### config.mk
export PLATFORM = sky130hd
export DESIGN_NAME = cpu_control_unit
export DESIGN_NICKNAME = d
export VERILOG_FILES = /design/src/rtl/cpu_control_unit_pkg.sv /design/src/rtl/cpu_control_unit_dec.sv /design/src/rtl/cpu_control_unit.sv
export SDC_FILE = /design/constraint.sdc
export NUM_CORES = 1
export LEC_CHECK = 0
export ABC_AREA = 1
export CORE_ASPECT_RATIO = 0.6
export CORE_MARGIN = 8
export CORE_UTILIZATION = 40
export CTS_CLUSTER_DIAMETER = 50
export DETAILED_ROUTE_END_ITERATION = 6
export PLACE_DENSITY_LB_ADDON = 0.25
export SETUP_SLACK_MARGIN = 0.05
export SLEW_MARGIN = 30
export SYNTH_ARGS = -nofsm -noshare
export SYNTH_HDL_FRONTEND = slang
export SYNTH_SLANG_ARGS = --single-unit
### constraint.sdc
create_clock -name i_clk -period 1.55 [get_ports i_clk]
set_input_delay 0.465 -clock i_clk [delete_from_list [all_inputs] [get_ports i_clk]]
set_output_delay 0.465 -clock i_clk [all_outputs]
set_load 0.05 [all_outputs]
### src/rtl/cpu_control_unit_pkg.sv
// Shared constants and types for the 4-bit CPU control unit: opcodes, ALU/write-select
// codes, FSM state encoding and the decoded-instruction bundle.
package cpu_control_unit_pkg;

    localparam logic [3:0] OP_NOP  = 4'h0;
    localparam logic [3:0] OP_ADD  = 4'h1;
    localparam logic [3:0] OP_SUB  = 4'h2;
    localparam logic [3:0] OP_AND  = 4'h3;
    localparam logic [3:0] OP_OR   = 4'h4;
    localparam logic [3:0] OP_XOR  = 4'h5;
    localparam logic [3:0] OP_MOV  = 4'h6;
    localparam logic [3:0] OP_LDI  = 4'h7;
    localparam logic [3:0] OP_JMP  = 4'h8;
    localparam logic [3:0] OP_JZ   = 4'h9;
    localparam logic [3:0] OP_HALT = 4'hF;

    localparam logic [2:0] ALU_ADD = 3'd0;
    localparam logic [2:0] ALU_SUB = 3'd1;
    localparam logic [2:0] ALU_AND = 3'd2;
    localparam logic [2:0] ALU_OR  = 3'd3;
    localparam logic [2:0] ALU_XOR = 3'd4;

    localparam logic [1:0] WSEL_ALU = 2'd0;
    localparam logic [1:0] WSEL_RA  = 2'd1;
    localparam logic [1:0] WSEL_IMM = 2'd2;

    typedef enum logic [2:0] {
        ST_IDLE   = 3'd0,
        ST_FETCH  = 3'd1,
        ST_DECODE = 3'd2,
        ST_EXEC   = 3'd3,
        ST_WB     = 3'd4,
        ST_HALT   = 3'd5
    } state_t;

    typedef struct packed {
        logic [2:0] alu_op;
        logic [1:0] rf_wsel;
        logic       writes_rf;
        logic       updates_z;
        logic       is_jmp;
        logic       is_jz;
        logic       is_halt;
        logic       is_illegal;
    } dec_t;

endpackage

### src/rtl/cpu_control_unit_dec.sv
// Combinational opcode decoder: IR[15:12] to the control bundle used by the sequencer.
module cpu_control_unit_dec
    import cpu_control_unit_pkg::*;
(
    input  logic [3:0] i_opcode,
    output dec_t       o_dec
);

    always_comb begin
        o_dec         = '0;
        o_dec.alu_op  = ALU_ADD;
        o_dec.rf_wsel = WSEL_ALU;
        case (i_opcode)
            OP_NOP:  ;
            OP_ADD:  begin o_dec.alu_op = ALU_ADD; o_dec.writes_rf = 1'b1; o_dec.updates_z = 1'b1; end
            OP_SUB:  begin o_dec.alu_op = ALU_SUB; o_dec.writes_rf = 1'b1; o_dec.updates_z = 1'b1; end
            OP_AND:  begin o_dec.alu_op = ALU_AND; o_dec.writes_rf = 1'b1; o_dec.updates_z = 1'b1; end
            OP_OR:   begin o_dec.alu_op = ALU_OR;  o_dec.writes_rf = 1'b1; o_dec.updates_z = 1'b1; end
            OP_XOR:  begin o_dec.alu_op = ALU_XOR; o_dec.writes_rf = 1'b1; o_dec.updates_z = 1'b1; end
            OP_MOV:  begin o_dec.rf_wsel = WSEL_RA;  o_dec.writes_rf = 1'b1; end
            OP_LDI:  begin o_dec.rf_wsel = WSEL_IMM; o_dec.writes_rf = 1'b1; end
            OP_JMP:  o_dec.is_jmp  = 1'b1;
            OP_JZ:   o_dec.is_jz   = 1'b1;
            OP_HALT: o_dec.is_halt = 1'b1;
            default: o_dec.is_illegal = 1'b1;
        endcase
    end

endmodule

### src/rtl/cpu_control_unit.sv
// Multi-cycle FETCH/DECODE/EXEC/WB sequencer for the 4-bit CPU; owns pc, IR, zflag and
// the sticky illegal flag. All outputs are derived from state and IR only.
module cpu_control_unit
    import cpu_control_unit_pkg::*;
#(
    parameter int PC_WIDTH    = 8,
    parameter int RADDR_WIDTH = 3
) (
    input  logic                   i_clk,
    input  logic                   i_clr,
    input  logic                   i_start,
    input  logic [15:0]            i_instr_data,
    input  logic                   i_alu_zero,
    output logic [PC_WIDTH-1:0]    o_pc,
    output logic [RADDR_WIDTH-1:0] o_rf_addrD,
    output logic [RADDR_WIDTH-1:0] o_rf_addrA,
    output logic [RADDR_WIDTH-1:0] o_rf_addrB,
    output logic                   o_rf_load,
    output logic [1:0]             o_rf_wsel,
    output logic [3:0]             o_imm,
    output logic [2:0]             o_alu_op,
    output logic                   o_busy,
    output logic                   o_halted,
    output logic                   o_illegal
);

    state_t              r_state;
    state_t              w_next;
    logic [PC_WIDTH-1:0] r_pc;
    logic [15:0]         r_ir;
    logic                r_zflag;
    logic                r_illegal;
    dec_t                w_dec;
    logic [PC_WIDTH-1:0] w_pc_inc;
    logic [PC_WIDTH-1:0] w_target;

    cpu_control_unit_dec u_dec (
        .i_opcode (r_ir[15:12]),
        .o_dec    (w_dec)
    );

    assign w_pc_inc = r_pc + PC_WIDTH'(1);
    assign w_target = PC_WIDTH'(r_ir[7:0]);

    always_comb begin
        w_next = r_state;
        case (r_state)
            ST_IDLE:   if (i_start) w_next = ST_FETCH;
            ST_FETCH:  w_next = ST_DECODE;
            ST_DECODE: w_next = ST_EXEC;
            ST_EXEC:   w_next = ST_WB;
            ST_WB:     w_next = w_dec.is_halt ? ST_HALT : ST_FETCH;
            ST_HALT:   w_next = ST_HALT;
            default:   w_next = ST_IDLE;
        endcase
    end

    always_ff @(posedge i_clk) begin
        if (i_clr) begin
            r_state   <= ST_IDLE;
            r_pc      <= '0;
            r_ir      <= '0;
            r_zflag   <= 1'b0;
            r_illegal <= 1'b0;
        end else begin
            r_state <= w_next;
            if (r_state == ST_FETCH)
                r_ir <= i_instr_data;
            if (r_state == ST_DECODE && w_dec.is_illegal)
                r_illegal <= 1'b1;
            if (r_state == ST_EXEC && w_dec.updates_z)
                r_zflag <= i_alu_zero;
            // JZ tests the flag latched by an earlier ALU op, never the live alu_zero.
            if (r_state == ST_WB) begin
                if (w_dec.is_jmp || (w_dec.is_jz && r_zflag))
                    r_pc <= w_target;
                else if (!w_dec.is_halt)
                    r_pc <= w_pc_inc;
            end
        end
    end

    assign o_pc       = r_pc;
    assign o_rf_addrD = RADDR_WIDTH'(r_ir[11:9]);
    assign o_rf_addrA = RADDR_WIDTH'(r_ir[8:6]);
    assign o_rf_addrB = RADDR_WIDTH'(r_ir[5:3]);
    assign o_imm      = r_ir[3:0];
    assign o_alu_op   = w_dec.alu_op;
    assign o_rf_wsel  = w_dec.rf_wsel;
    assign o_rf_load  = (r_state == ST_WB) && w_dec.writes_rf;
    assign o_busy     = (r_state == ST_FETCH) || (r_state == ST_DECODE) ||
                        (r_state == ST_EXEC)  || (r_state == ST_WB);
    assign o_halted   = (r_state == ST_HALT);
    assign o_illegal  = r_illegal;

endmodule

* Word level (Yosys, flattened, before mapping) *
Cells that the tools add are included.

word-level totals
  bits of input ports = 20
  logic and storage cells = 50
  register bits after elaboration = 29
  output and inout port bits = 30

cells by class
  muxes and demuxes = 13
  add/subtract/negate cells = 1
  reductions and logical operators = 14
  equal/unequal tests = 17

operators with widths
  cell                   number
  $pmux W3 S6            1
  $eq A4 B3 Y1 const B   4
  $mux W8                2
  $eq A4 B4 Y1 const B   3
  $pmux W3 S4            1
  $reduce_or A11 Y1      1
  $add A8 B1 Y8 const B  1
  $eq A4 B2 Y1 const B   2
  $reduce_or A7 Y1       1
  $eq A3 B2 Y1 const B   2
  $eq A3 B3 Y1 const B   2
  $mux W1                6
  $mux W3                2
  $reduce_or A5 Y1       1
  $eq A4 B1 Y1 const B   1
  $logic_and A1 B1 Y1    4
  $logic_not A4 Y1       1
  $logic_or A1 B1 Y1     4
  $pmux W2 S2            1
  $eq A3 B1 Y1 const B   1
  $logic_not A3 Y1       1
  $ne A2 B1 Y1 const B   1
  $ne A2 B2 Y1 const B   1
  $reduce_and A2 Y1      1

* Logic depth before layout (Yosys ltp) *
Gate-level depths: netlist of run 1.

  word-level depth = 6
  gate-level depth with buffers = 9
  depth with buffers taken out = 9

* Hierarchy *
Synthesis of run 1 repeated with hierarchy kept, for this count alone.

unflattened totals
  cell total of the unflattened synthesis = 234
  area, all modules = 1,575.3 um^2

modules (own cells, without submodules)
  module                area an instance (um^2)  times used  cells an instance  sequential area each (um^2)
  cpu_control_unit      1,442.6                  1           204                580.6
  cpu_control_unit_dec  132.6                    1           30                 0.0

* Least setup slack after synthesis of run 1 *
OpenSTA, ideal clock, no wires.

  path kind = reg2out
  from = reg r_ir[13]
  to = out o_alu_op[0]
  setup slack = -0.662 ns
  data arrival time = 1.747 ns
  data required time = 1.085 ns
  path buffers = 0
  cell stages (with the launch flop) = 3
  cells stage by stage = dfxtp_1 inv_1 o31ai_1

on the way
  longest elaborated chain between the ends = 2
  elaborated cells between the ends (all ways) = 5
  classes of those cells = 4 x eq/ne; 1 x mux

ends and longest elaborated chain
  what                                          line                        source
  from (decl)                                   cpu_control_unit.sv:30      logic [15:0] r_ir;
  from (signal assigned)                        cpu_control_unit.sv:68      r_ir <= i_instr_data;
  $eq A4 B3 Y1 or $eq A4 B2 Y1 (tied branches)  cpu_control_unit_dec.sv:13  case (i_opcode)
  $pmux W3 S4 (*)                               cpu_control_unit_dec.sv:13
  to (decl)                                     cpu_control_unit.sv:21      output logic [2:0] o_alu_op,

Every way passes the cells marked *; elsewhere a longest branch is shown, timed or not.

* Worst setup path in the final report of run 1 *
  from = reg r_ir[12]
  to = out o_alu_op[0]

Same word-level chain as after synthesis.

==> out/metrics.cfg, run 1 <==
[floorplan]
core_area_um2=3740
die_area_um2=6300
start_util_pct=42.3
die_y_um=64.8
rows=17
dieWidth_um=97.3
io_pins=50

[worst_setup_path]
regToRegSetupSlack_ns=0.24
timing.rr.start=o_pc[0]$_SDFFE_PP0P_
worst-setup-path-type=register to output pin
critPathCaptureType=output pin
worstPathRequired_ns=1.08
critPathLaunch=r_ir[12]$_SDFFE_PP0P_
worst_r2r_path_depth=6
r2r-end=o_pc[3]$_SDFFE_PP0P_
crit_end=o_alu_op[0]
start_kind=register
critPathMaxFanout=6
arrival_ns=1.28

[yosys]
synthCells=223
synth.distinct_cells=27
netlist.area_leader.share_pct=36.6
netlist_area_um2=1590
synth_warnings=0
synth_nets=244
synth_commonest_cells=31 x inv_1, 29 x dfxtp_1, 24 x a21oi_1
ys.flop_type=dfxtp_1
yosysMostFrequentCell=inv_1
avgSynthCellArea_um2=7.11
yosysSeqAreaShare_pct=36.6
ys_ff_latch=29
async_flop_share_pct=0
synthTopCellsByArea=dfxtp_1 37%, a21oi_1 7.6%, inv_1 7.3%, buf_4 6.6%, o21ai_0 6.0%
synth_edf_count=0
yosysTopAreaCell=dfxtp_1

[grt]
grt_max_degree=34
top_usage_layer=met2
met3_usage_pct=5.61
track_usage_pct=14.1
use_met1_pct=18.5
grt_pass1_wl_mm=7.39
met2_usage_pct=20.8
grt-ovfl-total=0
antenna_found_initial=0
grt_pass1_vias=1528

[timing]
finalHoldViolations=0
maxSlewViolCount=0
fin_crit_sh_pct=112
fin_ws_ns=-0.191
fin_crit_ns=1.74
max_slew.worst_pin.slew_ns=0.319
rsz0062_at_grt=yes
fin_skew_ns=0.00301
setup_tns_ns=-0.967
fmax_mhz=575
relSlewSlack_pct=78.7
setup_viol_count_final=8
timing.hold.ws_ns=0.480

[final_layout]
synthToLayoutAreaGrowth_pct=68.2
finalNetCount=297
fin_util_pct=71.2
drive_gt1_share_pct=36.8
antenna_cells=0
final_cells=324
postLayoutCellArea_um2=2670

[route]
num_vias=1562
finalWirelength_mm=4.29
drtAntennaViolNets=0
drt-wirelength-per-cell_um=13.2
first_pass_iters=4
drc=0
drt_iter0_drc=101
vias_per_cell=4.82

[clock_tree]
tritoncts=built
clk_latency_ns=0.28
cts_buffer_depth=2
cts_hold_buf=0
cts_buffers=5
cts-root-buf=clkbuf_8
clkTransAtPathRegs_ns=0.06
tritoncts_num_sinks=29
h-tree-depth=2

[power]
powerDensity_nw_per_um2=967
finalPower_mw=2.58
leakage_nw=1.05
ir_drop_v=0.000741

[placement]
place_area_um2=2440
place_ws_ns=-0.190
port_buffers=49
dp_cells=308
hpwl_mm=3.21
routabilityCongestion=0.787

[outcome]
violations=negative setup slack
status=finished with violations

[min_path]
hp-class=register to register

[flow_run]
maxCapViolCount=0

==> cells by family after synthesis <==
group	synth area share [%]
AND/OR/NAND/NOR	24.7
buffers and inverters	17.6
adder cells (fa/ha/maj)	0.789
flip-flops	36.6
AO/OA/AOI/OAI	19.7
XOR/XNOR	0.553
==> worst min path at each step <==
stage | start | end | slack, ns | cells past startpoint
global route | r_ir[11]$_SDFFE_PP0P_ | r_ir[11]$_SDFFE_PP0P_ | 0.50 | 2
detailed placement | r_ir[11]$_SDFFE_PP0P_ | r_ir[11]$_SDFFE_PP0P_ | 0.47 | 2
finish | r_zflag$_SDFFE_PP0P_ | r_zflag$_SDFFE_PP0P_ | 0.48 | 2
CTS | r_zflag$_SDFFE_PP0P_ | r_zflag$_SDFFE_PP0P_ | 0.48 | 2
floorplan | r_ir[10]$_SDFFE_PP0P_ | r_ir[10]$_SDFFE_PP0P_ | 0.42 | 2
global placement | r_zflag$_SDFFE_PP0P_ | r_zflag$_SDFFE_PP0P_ | 0.46 | 2
==> power by group <==
group	internal [mW]	switching [mW]	total (mW)
logic	0.467	0.565	1.03
registers	0.821	0.0842	0.905
clock network	0.361	0.280	0.641
total	1.65	0.929	2.58
==> routing by layer <==
metal | vias to the layer above | routed length [µm]
met2 | 50 | 1900
met5 | - | 0
met3 | 8 | 327
met4 | 0 | 54
li1 | 805 | -
met1 | 699 | 2010
==> flip-flops by register name, summed over array words and instances, names as in the netlist <==
register	count
r_state	3
r_zflag	1
o_pc	8
r_ir	16
o_illegal	1
==> critical path, cell delays in order, from the launching register on <==
cell and delay (ns):
dfxtp_2 0.37, buf_4 0.16, o31ai_4 0.29, buf_12 0.18
==> placed cells by master, fill, tap and decap left out, types with 7 or more instances in the layout <==
| cell type | Yosys | routed |
|---|---|---|
| buf_12 | 0 | 30 |
| inv_1 | 31 | 26 |
| a21oi_1 | 24 | 23 |
| dfxtp_1 | 29 | 22 |
| nand2_1 | 23 | 21 |
| nor2_1 | 23 | 19 |
| clkdlybuf4s50_1 | 0 | 19 |
| o21ai_0 | 19 | 17 |
| buf_4 | 14 | 14 |
| o21ai_1 | 11 | 12 |
| nor2_4 | 4 | 9 |
| nand2_2 | 7 | 8 |
| nand3_1 | 10 | 8 |
| inv_2 | 5 | 7 |
==> repair_timing <==
item                                    4_1_cts  5_1_grt
buffers inserted                              7        1
pin swaps                                     4        3
gates resized for setup                      22        3
endpoints found under the setup margin        8       19
==> area by class of cell <==
class	instances	area [µm²]
multi-input combinational	137	843
timing repair buffer	66	930
clock buffer	8	90.1
fill	290	1080
tap	47	58.8
inverter	37	150
sequential	29	594
(Power assumes the default switching activity.)
==> run 2: changes to the inputs <==
--- a/config.mk
+++ b/config.mk
@@ -11,8 +11,10 @@
 export CORE_UTILIZATION = 40
 export CTS_CLUSTER_DIAMETER = 50
 export DETAILED_ROUTE_END_ITERATION = 6
+export DONT_BUFFER_PORTS = 1
 export PLACE_DENSITY_LB_ADDON = 0.25
 export SETUP_SLACK_MARGIN = 0.05
+export SKIP_LAST_GASP = 1
 export SLEW_MARGIN = 30
 export SYNTH_ARGS = -nofsm -noshare
 export SYNTH_HDL_FRONTEND = slang
==> run 2 against run 1 <==
Die area did not move. Setup slack got worse by 0.0045 ns. Design area fell by 22%. Clock skew rose by 0.0024 ns. Sequential share of layout area rose by 6.2 points. Sequential power rose by 9.8%. Hold slack got worse by 0.24 ns. Combinational power fell by 35%. Largest power group is now sequential cells. The run still ends with negative setup slack left.
==> out/metrics.cfg, run 2 (synthesis results as in run 1) <==
[outcome]
status=finished with violations
violations=negative setup slack

[final_layout]
num-fill-cells=355  ; +22%
synthToLayoutAreaGrowth_pct=31.8
antenna_cells=0  ; unchanged
multi_input_area_um2=851  ; +0.89%
final_common_cell=inv_1
mostFrequentLayoutCells=28 x inv_1, 26 x buf_4, 23 x a21oi_1
regMostFlops=r_ir
finalNetCount=265  ; -11%
largest_reg_flops=16  ; unchanged
drive_gt1_share_pct=36.3  ; -0.50 points
register_area_um2=594  ; unchanged

[worst_setup_path]
critPathBufInv=2  ; unchanged
critPathCaptureType=output pin
arrival_ns=1.28  ; about the same
max_stage_delay_ns=0.36  ; about the same
worstPathCellList=nor2_4, inv_2, o31ai_4, buf_12
cp_top_family=flip-flops
critPathMaxFanout=3  ; -3
start_kind=register
worst-setup-path-type=register to output pin
worstPathRequired_ns=1.08  ; about the same
crit_slowest_cell=dfxtp_2

[floorplan]
die_area_um2=6300  ; unchanged
io_pins=50  ; unchanged
die_y_um=64.8  ; unchanged
core_area_um2=3740  ; unchanged
dieWidth_um=97.3  ; unchanged
start_util_pct=42.3  ; unchanged
rows=17  ; unchanged

[clock_tree]
cts-root-buf=clkbuf_8
tritoncts=built
cts_buffers=5  ; unchanged
clk_latency_ns=0.28  ; about the same
clkTransAtPathRegs_ns=0.07  ; about the same
cts_buffer_depth=2  ; unchanged
tritoncts_num_sinks=29  ; unchanged
h-tree-depth=2  ; unchanged

[power]
leakage_nw=0.849  ; -19%
finalPower_mw=2.35  ; -8.7%
ir_drop_v=0.000633  ; -15%
powerDensity_nw_per_um2=1130  ; +17%

[route]
drt-wirelength-per-cell_um=14.5  ; +9.4%
drtAntennaViolNets=0  ; unchanged
finalWirelength_mm=4.23  ; -1.4%
first_pass_iters=4  ; unchanged
drc=0  ; unchanged
num_vias=1419  ; -9.2%
vias_per_cell=4.86  ; +0.80%
drt_iter0_drc=72  ; -29%

[timing]
relSlewSlack_pct=63.6  ; -15 points
maxSlewViolCount=0  ; unchanged
rsz0062_at_grt=yes
fin_skew_ns=0.00546  ; +0.00245 ns
max_slew.worst_pin.slew_ns=0.545  ; +0.226 ns
timing.hold.ws_ns=0.242  ; -0.238 ns
fmax_mhz=573  ; -0.26%
setup_viol_count_final=7  ; -1
fin_crit_sh_pct=113  ; +0.29 points
finalHoldViolations=0  ; unchanged
fin_crit_ns=1.74  ; +0.00449 ns
setup_tns_ns=-0.994  ; -0.0263 ns
fin_ws_ns=-0.195  ; -0.00449 ns

[placement]
hpwl_mm=3.12  ; -2.8%
port_buffers=0  ; -100%
routabilityCongestion=0.817  ; +3.9%
place_ws_ns=0.0257  ; +0.216 ns

[min_path]
hp-class=primary input to register

[grt]
track_usage_pct=13.7  ; -0.42 points
grt_pass1_wl_mm=7.14  ; -3.4%
grt_max_degree=34  ; unchanged
grt_pass1_vias=1421  ; -7.0%
antenna_found_initial=0  ; unchanged
grt-ovfl-total=0  ; unchanged

[flow_run]
maxCapViolCount=0  ; unchanged

run 2: stage by stage:
step	std cells	cell area [µm²]	util, %
5_1_grt	292	2090	55.8
2_1_floorplan	223	1660	-
3_5_place_dp	276	1850	49.5
4_1_cts	291	2060	55.1
3_3_place_gp	276	1850	49.5
6_report	292	2090	55.8
run 2: area by class of cell:
class | count | area share [%]
clock buffer | 7 | 4.61
clock inverter | 1 | 0.240
inverter | 37 | 7.01
multi-input combinational | 137 | 40.7
sequential | 29 | 28.4
tap | 47 | 2.81
timing repair buffer | 34 | 16.2
run 2: routing by layer:
layer	wire length, µm	part of all wire, %	GRT usage [%]
met5	0	0	0
met4	12	0.28	1.88
met3	273	6.5	5.50
met2	1790	42	20.6
met1	2160	51	18.4
run 2: worst reg2reg max path: stages, from the launching register on:
cell and delay, ns:
dfxtp_2 0.33, inv_2 0.06, nand2_2 0.06, inv_2 0.08, nand2_4 0.07, buf_4 0.14, buf_4 0.13, nor2_4 0.19
o21ai_1 0.10, a21oi_1 0.12, nor2_1 0.05
run 2: path summary, 6_finish.rpt:
kind                           start                   end  slack, ns  cells past startpoint
max            r_ir[15]$_SDFFE_PP0P_           o_alu_op[0]      -0.19                      4
min                            i_clr  o_pc[7]$_SDFFE_PP0P_       0.24                      1
max reg2reg  r_state[1]$_SDFFE_PP0P_  o_pc[4]$_SDFFE_PP0P_       0.11                     10
min reg2reg     r_zflag$_SDFFE_PP0P_  r_zflag$_SDFFE_PP0P_       0.47                      2
run 2: timing repair:
action / in CTS / in global routing
cloned: 0 / 0
endpoints found under the setup margin: 8 / 8
resized for setup: 19 / 4
hold buffers: 0 / 0
pin swaps: 4 / 4
buffers inserted: 7 / 1
run 2: power by group:
part           internal [mW]  total [mW]  switching (mW)
clock network          0.401       0.691           0.290
registers              0.820       0.994           0.174
logic                  0.245       0.671           0.426
total                   1.47        2.35           0.889
==> run 3: changes to the inputs <==
--- a/config.mk
+++ b/config.mk
@@ -6,12 +6,14 @@
 export NUM_CORES = 1
 export LEC_CHECK = 0
 export ABC_AREA = 1
+export CAP_MARGIN = 20
 export CORE_ASPECT_RATIO = 0.6
-export CORE_MARGIN = 8
+export CORE_MARGIN = 2
 export CORE_UTILIZATION = 40
 export CTS_CLUSTER_DIAMETER = 50
 export DETAILED_ROUTE_END_ITERATION = 6
 export DONT_BUFFER_PORTS = 1
+export GPL_ROUTABILITY_DRIVEN = 0
 export PLACE_DENSITY_LB_ADDON = 0.25
 export SETUP_SLACK_MARGIN = 0.05
 export SKIP_LAST_GASP = 1
==> run 3 against run 2 <==
The flow still finishes with violations (negative setup slack). Sequential share of layout area hardly changed. Largest power group unchanged. Hold slack worse by 0.0024 ns. Flip-flop and latch count stayed put. Design area is 0.48% higher. Highest routed layer unchanged. Power hardly changed. Via count is 1.1% higher. Setup slack better by 0.0029 ns.
==> out/metrics.cfg, run 3 (synthesis results as in run 1) <==
[timing]
fmax_mhz=574  ; +0.17%
fin_ws_ns=-0.192  ; +0.00288 ns
max_slew.worst_pin.slew_ns=0.540  ; -0.00551 ns
fin_crit_sh_pct=112  ; -0.19 points
finalHoldViolations=0  ; unchanged
fin_crit_ns=1.74  ; -0.00288 ns
relSlewSlack_pct=64.0  ; +0.37 points
rsz0062_at_grt=yes
maxSlewViolCount=0  ; unchanged
fin_skew_ns=0.00250  ; -0.00296 ns
setup_viol_count_final=8  ; +1

[grt]
antenna_found_initial=0  ; unchanged
track_usage_pct=18.3  ; +4.6 points
grt-ovfl-total=0  ; unchanged
grt_max_degree=34  ; unchanged
grt_pass1_wl_mm=6.24  ; -13%
grt_pass1_vias=1269  ; -11%

[route]
drt_iter0_drc=63  ; -13%
finalWirelength_mm=3.92  ; -7.3%
vias_per_cell=4.90  ; +0.78%
first_pass_iters=4  ; unchanged
drc=0  ; unchanged
num_vias=1435  ; +1.1%
drtAntennaViolNets=0  ; unchanged
drt-wirelength-per-cell_um=13.4  ; -7.6%

[worst_setup_path]
critPathCaptureType=output pin
worstPathCellList=inv_4, nor2_4, inv_2, nor3_4, buf_12
worstSetupPathDepth=5  ; +1
arrival_ns=1.28  ; about the same
worst-setup-path-type=register to output pin
crit_end=o_rf_wsel[0]
critPathLaunch=r_ir[14]$_SDFFE_PP0P_
worst_r2r_path_depth=8  ; -2
r2r-end=r_ir[3]$_SDFFE_PP0P_
worstPathRequired_ns=1.08  ; about the same
regToRegSetupSlack_ns=0.11  ; about the same
start_kind=register
max_stage_delay_ns=0.38  ; +0.02 ns
cp_top_family=flip-flops
timing.rr.start=r_state[1]$_SDFFE_PP0P_
crit_slowest_cell=dfxtp_4
critPathBufInv=3  ; +1
critPathMaxFanout=3  ; unchanged

[clock_tree]
tritoncts=built
cts_buffers=5  ; unchanged
clk_latency_ns=0.28  ; about the same
clkTransAtPathRegs_ns=0.06  ; about the same
h-tree-depth=2  ; unchanged
tritoncts_num_sinks=29  ; unchanged
cts-root-buf=clkbuf_8
cts_buffer_depth=2  ; unchanged

[placement]
port_buffers=0  ; unchanged
dp_cells=275  ; -0.36%
hpwl_mm=2.73  ; -13%

[final_layout]
synthToLayoutAreaGrowth_pct=32.4
antenna_cells=0  ; unchanged
final_common_cell=inv_1
multi_input_area_um2=847  ; -0.44%
mostFrequentLayoutCells=27 x inv_1, 26 x buf_4, 23 x a21oi_1
largest_reg_flops=16  ; unchanged
finalNetCount=266  ; +0.38%
final_cells=293  ; +0.34%
num-fill-cells=350  ; -1.4%
regMostFlops=r_ir
register_area_um2=597  ; +0.42%
drive_gt1_share_pct=37.4  ; +1.1 points

[power]
ir_drop_v=0.000678  ; +7.1%
powerDensity_nw_per_um2=1120  ; -0.40%
finalPower_mw=2.36  ; about the same
leakage_nw=0.856  ; +0.82%

[min_path]
hp-class=primary input to register

[floorplan]
core_area_um2=3740  ; unchanged
die_y_um=52.8  ; -19%
dieWidth_um=85.3  ; -12%
start_util_pct=42.3  ; unchanged
io_pins=50  ; unchanged
rows=17  ; unchanged
die_area_um2=4500  ; -29%

[outcome]
violations=negative setup slack
status=finished with violations

[flow_run]
maxCapViolCount=0  ; unchanged

[run 3: cell type report]
class	instances	share of cell area, %
multi-input cells	137	40.3
flip-flops and latches	29	28.4
repair buffers	35	16.6
inverters	37	6.97
clock buffers	7	4.59
well taps	47	2.80
clock inverters	1	0.238
[run 3: what timing repair did]
action | 4_1_cts | 5_1_grt
gates resized for setup | 22 | 4
hold buffers | 0 | 0
pin swaps | 6 | 5
hold endpoints to repair | 0 | 0
setup buffers | 7 | 3
endpoints found under the setup margin | 8 | 8
[run 3: per-layer routing]
metal	part of all wire (%)	vias to the layer above	wire, µm	GRT usage, %
li1	-	743	-	-
met1	52	647	2050	25.8
met2	39	38	1540	25.5
met3	7.3	7	287	7.09
met4	1.1	0	43	5.56
met5	0	-	0	0
[run 3: worst min path at each step]
stage                           from                    end  slack, ns  cells past startpoint
6_report                       i_clr   o_pc[6]$_SDFFE_PP0P_       0.24                      1
5_1_grt                        i_clr   o_pc[7]$_SDFFE_PP0P_       0.23                      1
4_1_cts                        i_clr   o_pc[7]$_SDFFE_PP0P_       0.23                      1
3_5_place_dp    r_zflag$_SDFFE_PP0P_   r_zflag$_SDFFE_PP0P_       0.47                      2
3_3_place_gp    r_zflag$_SDFFE_PP0P_   r_zflag$_SDFFE_PP0P_       0.47                      2
2_1_floorplan  r_ir[10]$_SDFFE_PP0P_  r_ir[10]$_SDFFE_PP0P_       0.42                      2
[run 3: worst register-to-register path: stages, from the launching register on]
cell and delay (ns):
dfxtp_2 0.32, inv_2 0.08, buf_6 0.10, nand3_4 0.07
buf_4 0.14, buf_4 0.12, buf_4 0.22, o21ai_0 0.22
a21oi_1 0.05
[run 3: power by group]
part	switching, mW	internal (mW)	total (mW)	leakage, nW
Sequential	0.187	0.820	1.01	0.241
Clock	0.293	0.401	0.693	0.0542
Combinational	0.409	0.247	0.655	0.561
Total	0.889	1.47	2.36	0.856
[run 3: metrics by stage]
| stage | cell area, µm² | hold WS (ns) | utilization [%] | TNS [ns] | setup slack [ns] |
|---|---|---|---|---|---|
| 2_1_floorplan | 1660 | 0.424 | - | -0.0291 | -0.0291 |
| 3_3_place_gp | 1850 | 0.469 | 49.3 | 0 | 0.0322 |
| 3_5_place_dp | 1850 | 0.466 | 49.3 | 0 | 0.0309 |
| 4_1_cts | 2060 | 0.232 | 55.1 | -0.941 | -0.164 |
| 5_1_grt | 2100 | 0.231 | 56.1 | -1.39 | -0.239 |
| 6_report | 2100 | 0.240 | 56.1 | -0.999 | -0.192 |
==> RTL edit, RTL diff (config.mk and constraints of run 1) <==
Register the output `o_rf_wsel`, without a reset; this adds one clock of latency there. The other outputs are not delayed to match.
--- a/src/rtl/cpu_control_unit.sv
+++ b/src/rtl/cpu_control_unit.sv
@@ -86,7 +86,9 @@
     assign o_rf_addrB = RADDR_WIDTH'(r_ir[5:3]);
     assign o_imm      = r_ir[3:0];
     assign o_alu_op   = w_dec.alu_op;
-    assign o_rf_wsel  = w_dec.rf_wsel;
+    always_ff @(posedge i_clk) begin
+        o_rf_wsel <= w_dec.rf_wsel;
+    end
     assign o_rf_load  = (r_state == ST_WB) && w_dec.writes_rf;
     assign o_busy     = (r_state == ST_FETCH) || (r_state == ST_DECODE) ||
                         (r_state == ST_EXEC)  || (r_state == ST_WB);
Function: changed (a bounded check fails within 4 cycles, from zero or initial values).
==> RTL edit against run 1 <==
- the run still ends with setup timing left
- final area up 0.61%
- die area up 3.1%
- cell count up 1.9%
- routed wire length up 1.6%
- total power up 1.0%
- register-to-register slack worse by 0.11 ns
- sequential cell count up 2
- worst setup slack better by 0.011 ns
- synthesized area up 3.9%
- highest routed layer unchanged
==> RTL edit: results (changes against run 1) <==
dpl cell area 2430 um2 (was 2440 um2); Num CTS Buffers 5 (unchanged); Initial DRC Count 85 (was 101); YS warnings 0 (unchanged); Area contributors post-synth dfxtp_1 (38%), buf_4 (7.7%), a21oi_1 (7.3%) (was dfxtp_1 (37%), a21oi_1 (7.6%), inv_1 (7.3%)); CP Max Fanout 3 (was 6); GPL Wtd Cong 0.837 (was 0.787); post-synth cell types 27 (unchanged); CP delay by family, top flip-flops (unchanged); Max VDD drop 0.000562 V (was 0.000741 V); # diodes 0 (unchanged); Async SR Flop Fraction 0% (unchanged); number of flip-flops in the largest register 16 (unchanged); vias per cell 4.69 (was 4.82); first-pass GRT wire length 7070 um (was 7390 um); Setup WS pre-CTS -0.160 ns (was -0.190 ns); post-route setup TNS -0.695 ns (was -0.967 ns); Slew headroom 78.8% (was 78.7%); clk slew on worst S/H paths 0.06 ns (about the same); CTS Root Cell clkbuf_8 (unchanged); initial antenna violation count 0 (unchanged); CP max stage delay 0.36 ns; Largest Register r_ir (unchanged); GRT Util Overall 13.7% (was 14.1%); Finish-stage setup viols 6 (was 8); failing checks setup timing (unchanged); number of global-route vias before repair 1440 (was 1528); most frequent cells after synthesis dfxtp_1 (31), inv_1 (31), a21oi_1 (24) (was inv_1 (31), dfxtp_1 (29), a21oi_1 (24)); setup ws final -0.180 ns (was -0.191 ns); LEAKAGE 1.08 nW (was 1.05 nW); H-Tree Depth 2 (unchanged); clock skew 0.00532 ns (was 0.00301 ns); slowest CP cell dfxtp_2 (unchanged); largest net degree at the start of global routing 34 (unchanged); clk_lat worst skew 0.28 ns (about the same); DRT Wirelength 4360 um (was 4290 um); status finished with violations (unchanged); drt first pass iters 4 (unchanged); Min-Delay Path Class reg -> reg (unchanged); layout cells sized above 1 35.7% (was 36.8%); Max Root-Sink Buffers 2 (unchanged); CP Data Arrival Time 1.26 ns (was 1.28 ns); Synth Net Count 249 (was 244); Fill cells 328 (was 290); post-DP HPWL 3130 um (was 3210 um); count of input and output buffers 49 (unchanged); final net count 301 (was 297); register area share after synthesis 37.7% (was 36.6%)
==> RTL edit: cell types whose count changed after synthesis, sizes merged <==
cell	before	now
buf	18	21
dfxtp	29	31
==> RTL edit: layer usage <==
metal  up-vias  share of wire, %  GRT usage (%)
li1        814                 -              -
met1       682                52           18.2
met2        46                41           19.6
met3         7               6.7           5.90
met4         0              0.92           3.98
met5         -                 0              0
==> RTL edit: cell type report <==
cell class | instances | area, um2 | area share [%]
Timing Repair Buffer | 68 | 948 | 35.4
Tap cell | 50 | 62.6 | 2.33
Inverter | 37 | 148 | 5.50
Sequential cell | 31 | 628 | 23.4
Clock buffer | 6 | 82.6 | 3.08
Multi-Input combinational cell | 137 | 808 | 30.1
Clock inverter | 1 | 5.00 | 0.187
==> RTL edit: path summary, 6_finish.rpt <==
kind / startpoint / end / slack [ns] / cells past startpoint
setup / recovery: r_ir[14]$_SDFFE_PP0P_ / o_rf_load / -0.18 / 5
hold / removal: r_zflag$_SDFFE_PP0P_ / r_zflag$_SDFFE_PP0P_ / 0.48 / 2
setup reg to reg: r_state[1]$_SDFFE_PP0P_ / o_pc[4]$_SDFFE_PP0P_ / 0.13 / 10
hold reg to reg: r_zflag$_SDFFE_PP0P_ / r_zflag$_SDFFE_PP0P_ / 0.48 / 2
==> RTL edit: kinds of logic after synthesis <==
family / after synthesis / share of synthesized area (%)
AND/OR/NAND/NOR: 76 / 23.8
buffers and inverters: 60 / 18.3
AO/OA/AOI/OAI: 59 / 19.0
flip-flops: 31 / 37.7
XOR/XNOR: 1 / 0.532
adder cells (fa/ha/maj): 1 / 0.759
==> RTL edit: tightest hold or removal path, cell delays in order (launching register included) <==
cell and delay [ns]:
dfxtp_1 0.30, inv_1 0.07, a21oi_1 0.06
==> RTL edit: repair_timing <==
item,CTS,global route
gates resized for setup,25,5
buffers inserted,8,1
pin swaps,4,4
setup endpoints to repair,6,15
==> RTL edit: where the power goes <==
part           internal, mW  leakage [nW]  total (mW)  switching, mW
clock network         0.348        0.0470       0.644          0.296
registers             0.872         0.255       0.953         0.0813
logic                 0.461         0.773        1.01          0.546
total                  1.68          1.08        2.60          0.924
==> RTL edit: through the flow <==
stage / std cells / hold slack (ns)
2_1_floorplan: 228 / 0.424
3_3_place_gp: 315 / 0.467
3_5_place_dp: 315 / 0.475
4_1_cts: 330 / 0.485
5_1_grt: 330 / 0.505
6_report: 330 / 0.478
